[config.mk]
export PLATFORM = sky130hd
export DESIGN_NAME = btn_conditioner
export DESIGN_NICKNAME = d
export VERILOG_FILES = /design/src/rtl/btn_conditioner.sv
export SDC_FILE = /design/constraint.sdc
export NUM_CORES = 1
export LEC_CHECK = 0
export CAP_MARGIN = 20
export CORE_UTILIZATION = 55
export DETAILED_ROUTE_END_ITERATION = 8
export HOLD_SLACK_MARGIN = 0.05
export MAX_ROUTING_LAYER = met4
export PLACE_DENSITY = 0.86
export SYNTH_ARGS = -nofsm -noshare
export SYNTH_HDL_FRONTEND = slang
export SYNTH_SLANG_ARGS = --single-unit
[constraint.sdc]
create_clock -name clk -period 1.8 [get_ports clk]
set_input_delay 0.18 -clock clk [delete_from_list [all_inputs] [get_ports clk]]
set_output_delay 0.18 -clock clk [all_outputs]
set_load 0.02 [all_outputs]
[src/rtl/btn_conditioner.sv]
// rtl/btn_conditioner.sv - five-button sync, debounce, one-shot pulse and single-pulse arbiter
// Ports:
//   clk      system clock
//   rst_n    asynchronous active-low reset
//   btn_raw  raw active-high buttons {BTN7, BTN6, BTN5, BTN4, BTN0}
//   btn_out  conditioned pulses, same bit order, always zero or one-hot
//   busy     high while a pulse is active or lockout is running
module btn_conditioner #(
  parameter int DEB_CYCLES     = 20,
  parameter int PULSE_CYCLES   = 3,
  parameter int LOCKOUT_CYCLES = 50
) (
  input  logic       clk,
  input  logic       rst_n,
  input  logic [4:0] btn_raw,
  output logic [4:0] btn_out,
  output logic       busy
);

  localparam int NB = 5;
  localparam int CW = $clog2(DEB_CYCLES) + 1;
  localparam int LW = $clog2(LOCKOUT_CYCLES + 1) + 1;
  localparam logic [CW-1:0] DEB_LAST   = CW'(DEB_CYCLES - 1);
  localparam logic [CW-1:0] CNT_MAX    = '1;
  localparam logic [3:0]    PULSE_LAST = 4'(PULSE_CYCLES - 1);
  localparam logic [LW-1:0] LOCK_LAST  = LW'(LOCKOUT_CYCLES - 1);

  // ---------------- synchroniser ----------------
  logic [NB-1:0] sync1_q;
  logic [NB-1:0] s_q;

  always_ff @(posedge clk or negedge rst_n) begin
    if (!rst_n) begin
      sync1_q <= '0;
      s_q     <= '0;
    end else begin
      sync1_q <= btn_raw;
      s_q     <= sync1_q;
    end
  end

  // ---------------- per-button debounce FSMs ----------------
  typedef enum logic [1:0] {B_IDLE, B_PRESS_WAIT, B_HELD, B_RELEASE_WAIT} bstate_e;

  bstate_e       bstate_q [NB];
  logic [CW-1:0] cnt_q    [NB];
  logic [CW-1:0] cnt_inc  [NB];
  logic [NB-1:0] qual;

  // The IDLE sample that starts PRESS_WAIT counts as the first stable
  // sample, so a press is accepted on its DEB_CYCLES-th consecutive high.
  always_comb begin
    for (int i = 0; i < NB; i++) begin
      cnt_inc[i] = (cnt_q[i] == CNT_MAX) ? cnt_q[i] : cnt_q[i] + CW'(1);
      qual[i]    = 1'b0;
      if (DEB_CYCLES <= 1) begin
        qual[i] = (bstate_q[i] == B_IDLE) && s_q[i];
      end else begin
        qual[i] = (bstate_q[i] == B_PRESS_WAIT) && s_q[i] && (cnt_inc[i] == DEB_LAST);
      end
    end
  end

  always_ff @(posedge clk or negedge rst_n) begin
    if (!rst_n) begin
      for (int i = 0; i < NB; i++) begin
        bstate_q[i] <= B_IDLE;
        cnt_q[i]    <= '0;
      end
    end else begin
      for (int i = 0; i < NB; i++) begin
        case (bstate_q[i])
          B_IDLE: begin
            cnt_q[i] <= '0;
            if (s_q[i]) bstate_q[i] <= (DEB_CYCLES <= 1) ? B_HELD : B_PRESS_WAIT;
          end
          B_PRESS_WAIT: begin
            if (!s_q[i]) begin
              bstate_q[i] <= B_IDLE;
              cnt_q[i]    <= '0;
            end else if (qual[i]) begin
              bstate_q[i] <= B_HELD;
              cnt_q[i]    <= '0;
            end else begin
              cnt_q[i] <= cnt_inc[i];
            end
          end
          B_HELD: begin
            cnt_q[i] <= '0;
            if (!s_q[i]) bstate_q[i] <= (DEB_CYCLES <= 1) ? B_IDLE : B_RELEASE_WAIT;
          end
          B_RELEASE_WAIT: begin
            if (s_q[i]) begin
              bstate_q[i] <= B_HELD;
              cnt_q[i]    <= '0;
            end else if (cnt_inc[i] == DEB_LAST) begin
              bstate_q[i] <= B_IDLE;
              cnt_q[i]    <= '0;
            end else begin
              cnt_q[i] <= cnt_inc[i];
            end
          end
          default: begin
            bstate_q[i] <= B_IDLE;
            cnt_q[i]    <= '0;
          end
        endcase
      end
    end
  end

  // ---------------- arbiter / pulse generator ----------------
  typedef enum logic [1:0] {ARB_IDLE, ARB_PULSE, ARB_LOCK} astate_e;

  astate_e       astate_q;
  logic [NB-1:0] pending_q;
  logic [NB-1:0] pending_d;
  logic [NB-1:0] grant;
  logic [3:0]    pcnt_q;
  logic [LW-1:0] lcnt_q;
  logic [NB-1:0] btn_out_q;
  logic          busy_q;

  // Ascending scan: the highest pending index is the last to write, so BTN7 wins.
  always_comb begin
    grant = '0;
    for (int i = 0; i < NB; i++) begin
      if (pending_q[i]) begin
        grant    = '0;
        grant[i] = 1'b1;
      end
    end
    // OR-ing qual in keeps a repeat press of an unserved button to a single event.
    pending_d = pending_q | qual;
    if (astate_q == ARB_IDLE) pending_d = (pending_q & ~grant) | qual;
  end

  always_ff @(posedge clk or negedge rst_n) begin
    if (!rst_n) begin
      astate_q  <= ARB_IDLE;
      pending_q <= '0;
      pcnt_q    <= '0;
      lcnt_q    <= '0;
      btn_out_q <= '0;
      busy_q    <= 1'b0;
    end else begin
      pending_q <= pending_d;
      case (astate_q)
        ARB_IDLE: begin
          if (|pending_q) begin
            btn_out_q <= grant;
            busy_q    <= 1'b1;
            pcnt_q    <= '0;
            astate_q  <= ARB_PULSE;
          end
        end
        ARB_PULSE: begin
          if (pcnt_q == PULSE_LAST) begin
            btn_out_q <= '0;
            lcnt_q    <= '0;
            if (LOCKOUT_CYCLES == 0) begin
              busy_q   <= 1'b0;
              astate_q <= ARB_IDLE;
            end else begin
              astate_q <= ARB_LOCK;
            end
          end else begin
            pcnt_q <= pcnt_q + 4'd1;
          end
        end
        ARB_LOCK: begin
          if (lcnt_q == LOCK_LAST) begin
            busy_q   <= 1'b0;
            astate_q <= ARB_IDLE;
          end else begin
            lcnt_q <= lcnt_q + LW'(1);
          end
        end
        default: astate_q <= ARB_IDLE;
      endcase
    end
  end

  assign btn_out = btn_out_q;
  assign busy    = busy_q;

endmodule

==> impl_metrics.ini, run 1 <==
[timing]
hold_viol_final = 0
worstMarginPinSlew_ns = 0.478
finalWorstSetupSlack_ns = -0.139
grt_setup_unrepaired = true
layout_min_cycle_time_ns = 1.94
post-route-period-util_pct = 108
finClkSkew_ns = 0.00353
fmax_ghz = 0.516
setup_viol = 15
relSlewSlack_pct = 68.2
final_max_slew_viol_count = 0
holdWs_ns = 0.267

[worst_setup_path]
path_cells = inv_1 -> ha_1 -> or4b_4 -> o211ai_1 -> buf_4 -> a21oi_1 -> xnor2_1 -> nor2_1
rr_worst_depth = 8
critPathKind = reg -> reg
critPathBufInv = 2
r2r_slack_ns = -0.14
cpMaxStageDelayCell = or4b_4
setup.worst_path.end = lcnt_q[3]
critPathLaunch = lcnt_q[1]
slowest_delay_ns = 0.46
required_ns = 2.01
arrival_ns = 2.15
crit_path_end_kind = register
regToRegStartpoint = lcnt_q[1]
crit_family = simple AND/OR/NAND/NOR gates
crit_fanout = 5
start_kind = register
worst_r2r_endpoint = lcnt_q[3]
path_depth = 8

[cts]
clk_latency_ns = 0.34
cts_num_sinks = 74
cts_tree = done
clkTransAtPathRegs_ns = 0.08
max-clock-path-buffers = 2
h-tree-depth = 3
ctsRootBufferMaster = clkbuf_8
cts_buffers = 9

[floorplanning]
dieArea_sq_um = 6860
num_io_pins = 13
num_rows = 29
die_height_um = 82.8
core_area_sq_um = 6310
initial_core_util_pct = 56.9
die_w_um = 82.8

[cells_and_area]
instances_no_fill = 501
area_growth_pct = 32.0
nFillCells = 399
final_cell_area_sq_um = 4740
num-nets-final = 435
n_antenna_cell = 0
drive_gt1_share_pct = 30.7

[min_path]
holdPathStages = 1
hold_path.class = in -> reg

[status]
status = finished, violations left
violations = setup timing

[placement]
place_area_sq_um = 4110
dp.cells = 469
port_buffers = 12
place_hpwl_um = 5470
gp_congestion = 0.857

[grt]
antenna_found_initial = 0
grt_use_total_pct = 26.8
grt_pass1_vias = 3064
grt_pass1_wl_um = 14300
grt_max_degree = 39
grt-ovfl-total = 0

[drt]
postRouteAntennaNets = 0
drt_iter0_drc = 252
vias = 3125
drt_first_pass_iters = 5
wire_per_inst_um = 18.7
drcViolationCount = 0
viasPerCell = 6.24
wl_um = 9360

[logic_synthesis]
synth_common_cells = 74 x dfrtp_1, 39 x nand2_1, 33 x nor2_1, 16 x nand3_1, 16 x o21ai_0
synth_nets = 364
seq_area_frac_synth_pct = 51.6
synth_seq_cells = 74
synthDistinctLibCells = 57
async_flop_share_pct = 100
synth_edf_count = 0
synth_area_leaders = dfrtp_1 52%, nand2_1 4.1%, nor2_1 3.4%
synth_most_common_cell = dfrtp_1
yosysTopAreaCellShare_pct = 51.6
yosys.area.top_type = dfrtp_1
synthCells = 348
avgSynthCellArea_sq_um = 10.3
ys_warn_count = 0
ys.flop_type = dfrtp_1
synth_area_sq_um = 3590

[power]
vdd.ir_drop.worst_v = 0.000719
power.leakage_nw = 2.03
totalPowerFinal_mw = 3.31
power_density_nw_per_um2 = 698

[flow_run]
max_cap_viol_count = 0
-- logic make-up after synthesis --
group                    count (synthesis)  synth area share (%)
AO/OA/AOI/OAI                           70                  13.9
XOR/XNOR                                15                  3.66
adder cells (fa/ha/maj)                  9                  3.14
buffers and inverters                   16                  1.88
flip-flops                              74                  51.6
multiplexers                            13                  3.83
AND/OR/NAND/NOR                        151                  22.1
-- state kept, by name (all words and copies together), names as in the netlist, named ones only --
register,count
sync1_q,5
btn_out,5
busy,1
astate_q,2
s_q,5
pcnt_q,4
cnt_q,30
pending_q,5
lcnt_q,7
bstate_q,5
-- cell type report --
cell class / count / area (sq um) / area share [%]
clock buffers: 11 / 141 / 2.98
clock inverters: 5 / 77.6 / 1.64
inverters: 14 / 52.6 / 1.11
multi-input cells: 258 / 1990 / 41.9
flip-flops and latches: 74 / 1850 / 39.1
well taps: 77 / 96.3 / 2.03
repair buffers: 62 / 532 / 11.2
-- per-layer routing --
metal | wire, um | track usage, % | vias to the layer above
met2 | 4930 | 44.5 | 121
met1 | 3650 | 31.6 | 1571
met3 | 457 | 4.97 | 38
li1 | - | - | 1395
met4 | 316 | 13.2 | 0
met5 | 0 | - | -
-- cell usage in the layout, fill, tap and decap left out, types with 5 or more instances in the layout --
cell / count
inv_1: 14
xor2_1: 7
nor3_1: 9
buf_4: 45
o21ai_0: 7
xnor2_1: 6
a21oi_1: 10
clkdlybuf4s50_1: 11
clkbuf_8: 10
o21ai_1: 5
dfrtp_1: 72
nand2_1: 37
a211oi_1: 5
a31oi_1: 6
ha_1: 5
nor2_1: 28
nand2b_1: 12
o21ai_2: 7
mux2i_1: 6
nand3_1: 13
-- how the worst min path moves through the flow --
stage / endpoint / slack [ns] / startpoint
2_1_floorplan: async pin / -0.12 / rst_n
3_3_place_gp: cnt_q[13] / 0.16 / rst_n
3_5_place_dp: bstate_q[4] / 0.17 / rst_n
4_1_cts: sync1_q[3] / 0.25 / btn_raw[3]
5_1_grt: sync1_q[3] / 0.25 / btn_raw[3]
6_report: sync1_q[3] / 0.27 / btn_raw[3]
-- timing repair --
action                                  CTS  global route
endpoints found under the setup margin   15            33
gates cloned                              0             0
endpoints found under the hold margin    36             0
resized for setup                        13            57
setup buffers                             8             8
pin swaps                                11            21
hold buffers                              1             0
-- report_power, final --
part	switching, mW	total [mW]	internal, mW
Sequential	0.0247	1.71	1.69
Clock	0.619	1.43	0.814
Combinational	0.0931	0.160	0.0668
-- per-stage QoR --
stage	TNS, ns	utilization (%)	setup slack [ns]
2_1_floorplan	-0.0789	-	-0.0361
3_3_place_gp	-0.0113	65.1	-0.00731
3_5_place_dp	-0.818	65.1	-0.183
4_1_cts	-0.0794	70.6	-0.0358
5_1_grt	-2.12	75.1	-0.207
6_report	-0.744	75.1	-0.139
Note: power is estimated with default switching activity, not from simulation.
==> run 2: changes to the inputs <==
CORE_ASPECT_RATIO = 0.9   (was not set)
SETUP_SLACK_MARGIN = 0.4   (was not set)
==> impl_metrics.ini, run 2 (synthesis gave the netlist of run 1 again) <==
[cells_and_area]
regMostFlops = cnt_q
num-nets-final = 446
area_growth_pct = 44.5
drive_gt1_share_pct = 41.6
reg_top3 = cnt_q x30, lcnt_q x7
n_antenna_cell = 0
final_cell_area_sq_um = 5190
final_cell_mix = 69 x dfrtp_1, 45 x buf_4, 32 x nand2_1
largest_reg_flops = 30
mostFrequentLayoutCell = dfrtp_1

[timing]
worstMarginPinSlew_ns = 0.480
fmax_ghz = 0.493
grt_setup_unrepaired = true
finalWorstSetupSlack_ns = -0.228
post-route-period-util_pct = 113
setup_viol = 19
relSlewSlack_pct = 67.6
hold_viol_final = 0
finClkSkew_ns = 0.0147
layout_min_cycle_time_ns = 2.03
holdWs_ns = 0.258
final_max_slew_viol_count = 0

[worst_setup_path]
critPathKind = reg -> reg
crit_family = simple AND/OR/NAND/NOR gates
crit_fanout = 5
slowest_delay_ns = 0.47
crit_path_end_kind = register
path_cells = inv_1 -> ha_2 -> or4b_4 -> o211ai_1 -> buf_4 -> a21boi_2 -> xnor2_1 -> nor2_1
arrival_ns = 2.26
start_kind = register
critPathBufInv = 2
r2r_slack_ns = -0.23
required_ns = 2.03
cpMaxStageDelayCell = or4b_4

[floorplanning]
core_area_sq_um = 6220
num_rows = 27
die_w_um = 87.2
dieArea_sq_um = 6860
die_height_um = 78.7
initial_core_util_pct = 57.8
num_io_pins = 13

[status]
violations = setup timing
status = finished, violations left

[cts]
h-tree-depth = 3
max-clock-path-buffers = 2
cts_num_sinks = 74
cts_buffers = 9
cts_tree = done
clk_latency_ns = 0.36
clkTransAtPathRegs_ns = 0.09
ctsRootBufferMaster = clkbuf_8

[grt]
grt-ovfl-total = 0
grt_max_degree = 36
grt_pass1_vias = 3109
grt_use_total_pct = 29.9
grt_pass1_wl_um = 15000
antenna_found_initial = 0

[power]
power_density_nw_per_um2 = 642
power.leakage_nw = 2.18
totalPowerFinal_mw = 3.33
vdd.ir_drop.worst_v = 0.000729

[drt]
viasPerCell = 6.19
wl_met1_um = 4180
drt_first_pass_iters = 6
vias = 3231
wl_um = 10600
wl_met2_um = 5520
wire_per_inst_um = 20.3
drt_iter0_drc = 211
postRouteAntennaNets = 0
dr.max_layer_used = met4
wl_met3_um = 499
drcViolationCount = 0

[flow_run]
max_cap_viol_count = 0

[placement]
gp_congestion = 0.893
place_area_sq_um = 4250
place_hpwl_um = 5320
port_buffers = 12
place_ws_ns = -0.122

[min_path]
hold_path.class = in -> reg
-- run 2: cell count changes in the layout (fill, tap and decap cells not counted), sizes merged --
| cell | delta |
|---|---|
| buf | +11 |
| clkdlybuf4s50 | -6 |
| clkinv | +1 |
| clkinvlp | -1 |
| dlygate4sd2 | +6 |
-- run 2: path summary, 6_finish.rpt --
| path | from | endpoint | cells past startpoint |
|---|---|---|---|
| worst max-delay path | lcnt_q[1] | lcnt_q[2] | 8 |
| worst min-delay path | btn_raw[0] | sync1_q[0] | 1 |
| worst max register to register | lcnt_q[1] | lcnt_q[2] | 8 |
| worst min register to register | sync1_q[2] | s_q[2] | 0 |
| max in group asynchronous | rst_n | bstate_q[2] | 3 |
| min in group asynchronous | rst_n | cnt_q[29] | 2 |
-- run 2: through the flow --
step,utilization (%),TNS (ns),cells
2_1_floorplan,-,-0.0930,348
3_3_place_gp,68.3,-0.0816,477
3_5_place_dp,68.3,-0.482,477
4_1_cts,78.8,-0.0365,514
5_1_grt,83.5,-3.29,522
6_report,83.5,-2.40,522
-- run 2: layer usage --
layer  up-vias  track usage, %
met5         -               -
met4         0            11.3
met3        43            7.26
met2       142            49.7
met1      1613            35.3
li1       1433               -
-- run 2: layout make-up --
class                      count  area (sq um)
fill                         326          1030
tap                           87           109
timing repair buffer          73           639
multi-input combinational    258          2320
sequential                    74          1860
clock buffer                  11           131
inverter                      14          52.6
clock inverter                 5          78.8
-- run 2: timing repair --
action	CTS	global route
setup endpoints to repair	54	54
pin swaps	29	23
gates resized for setup	72	48
buffers inserted	20	8
endpoints found under the hold margin	33	0
hold buffers	1	0
-- run 2: report_power, final --
group	leakage (nW)	switching [mW]	internal, mW	total [mW]
clock network	0.107	0.636	0.780	1.42
registers	0.986	0.0266	1.69	1.72
logic	1.09	0.109	0.0885	0.198
total	2.18	0.772	2.56	3.33
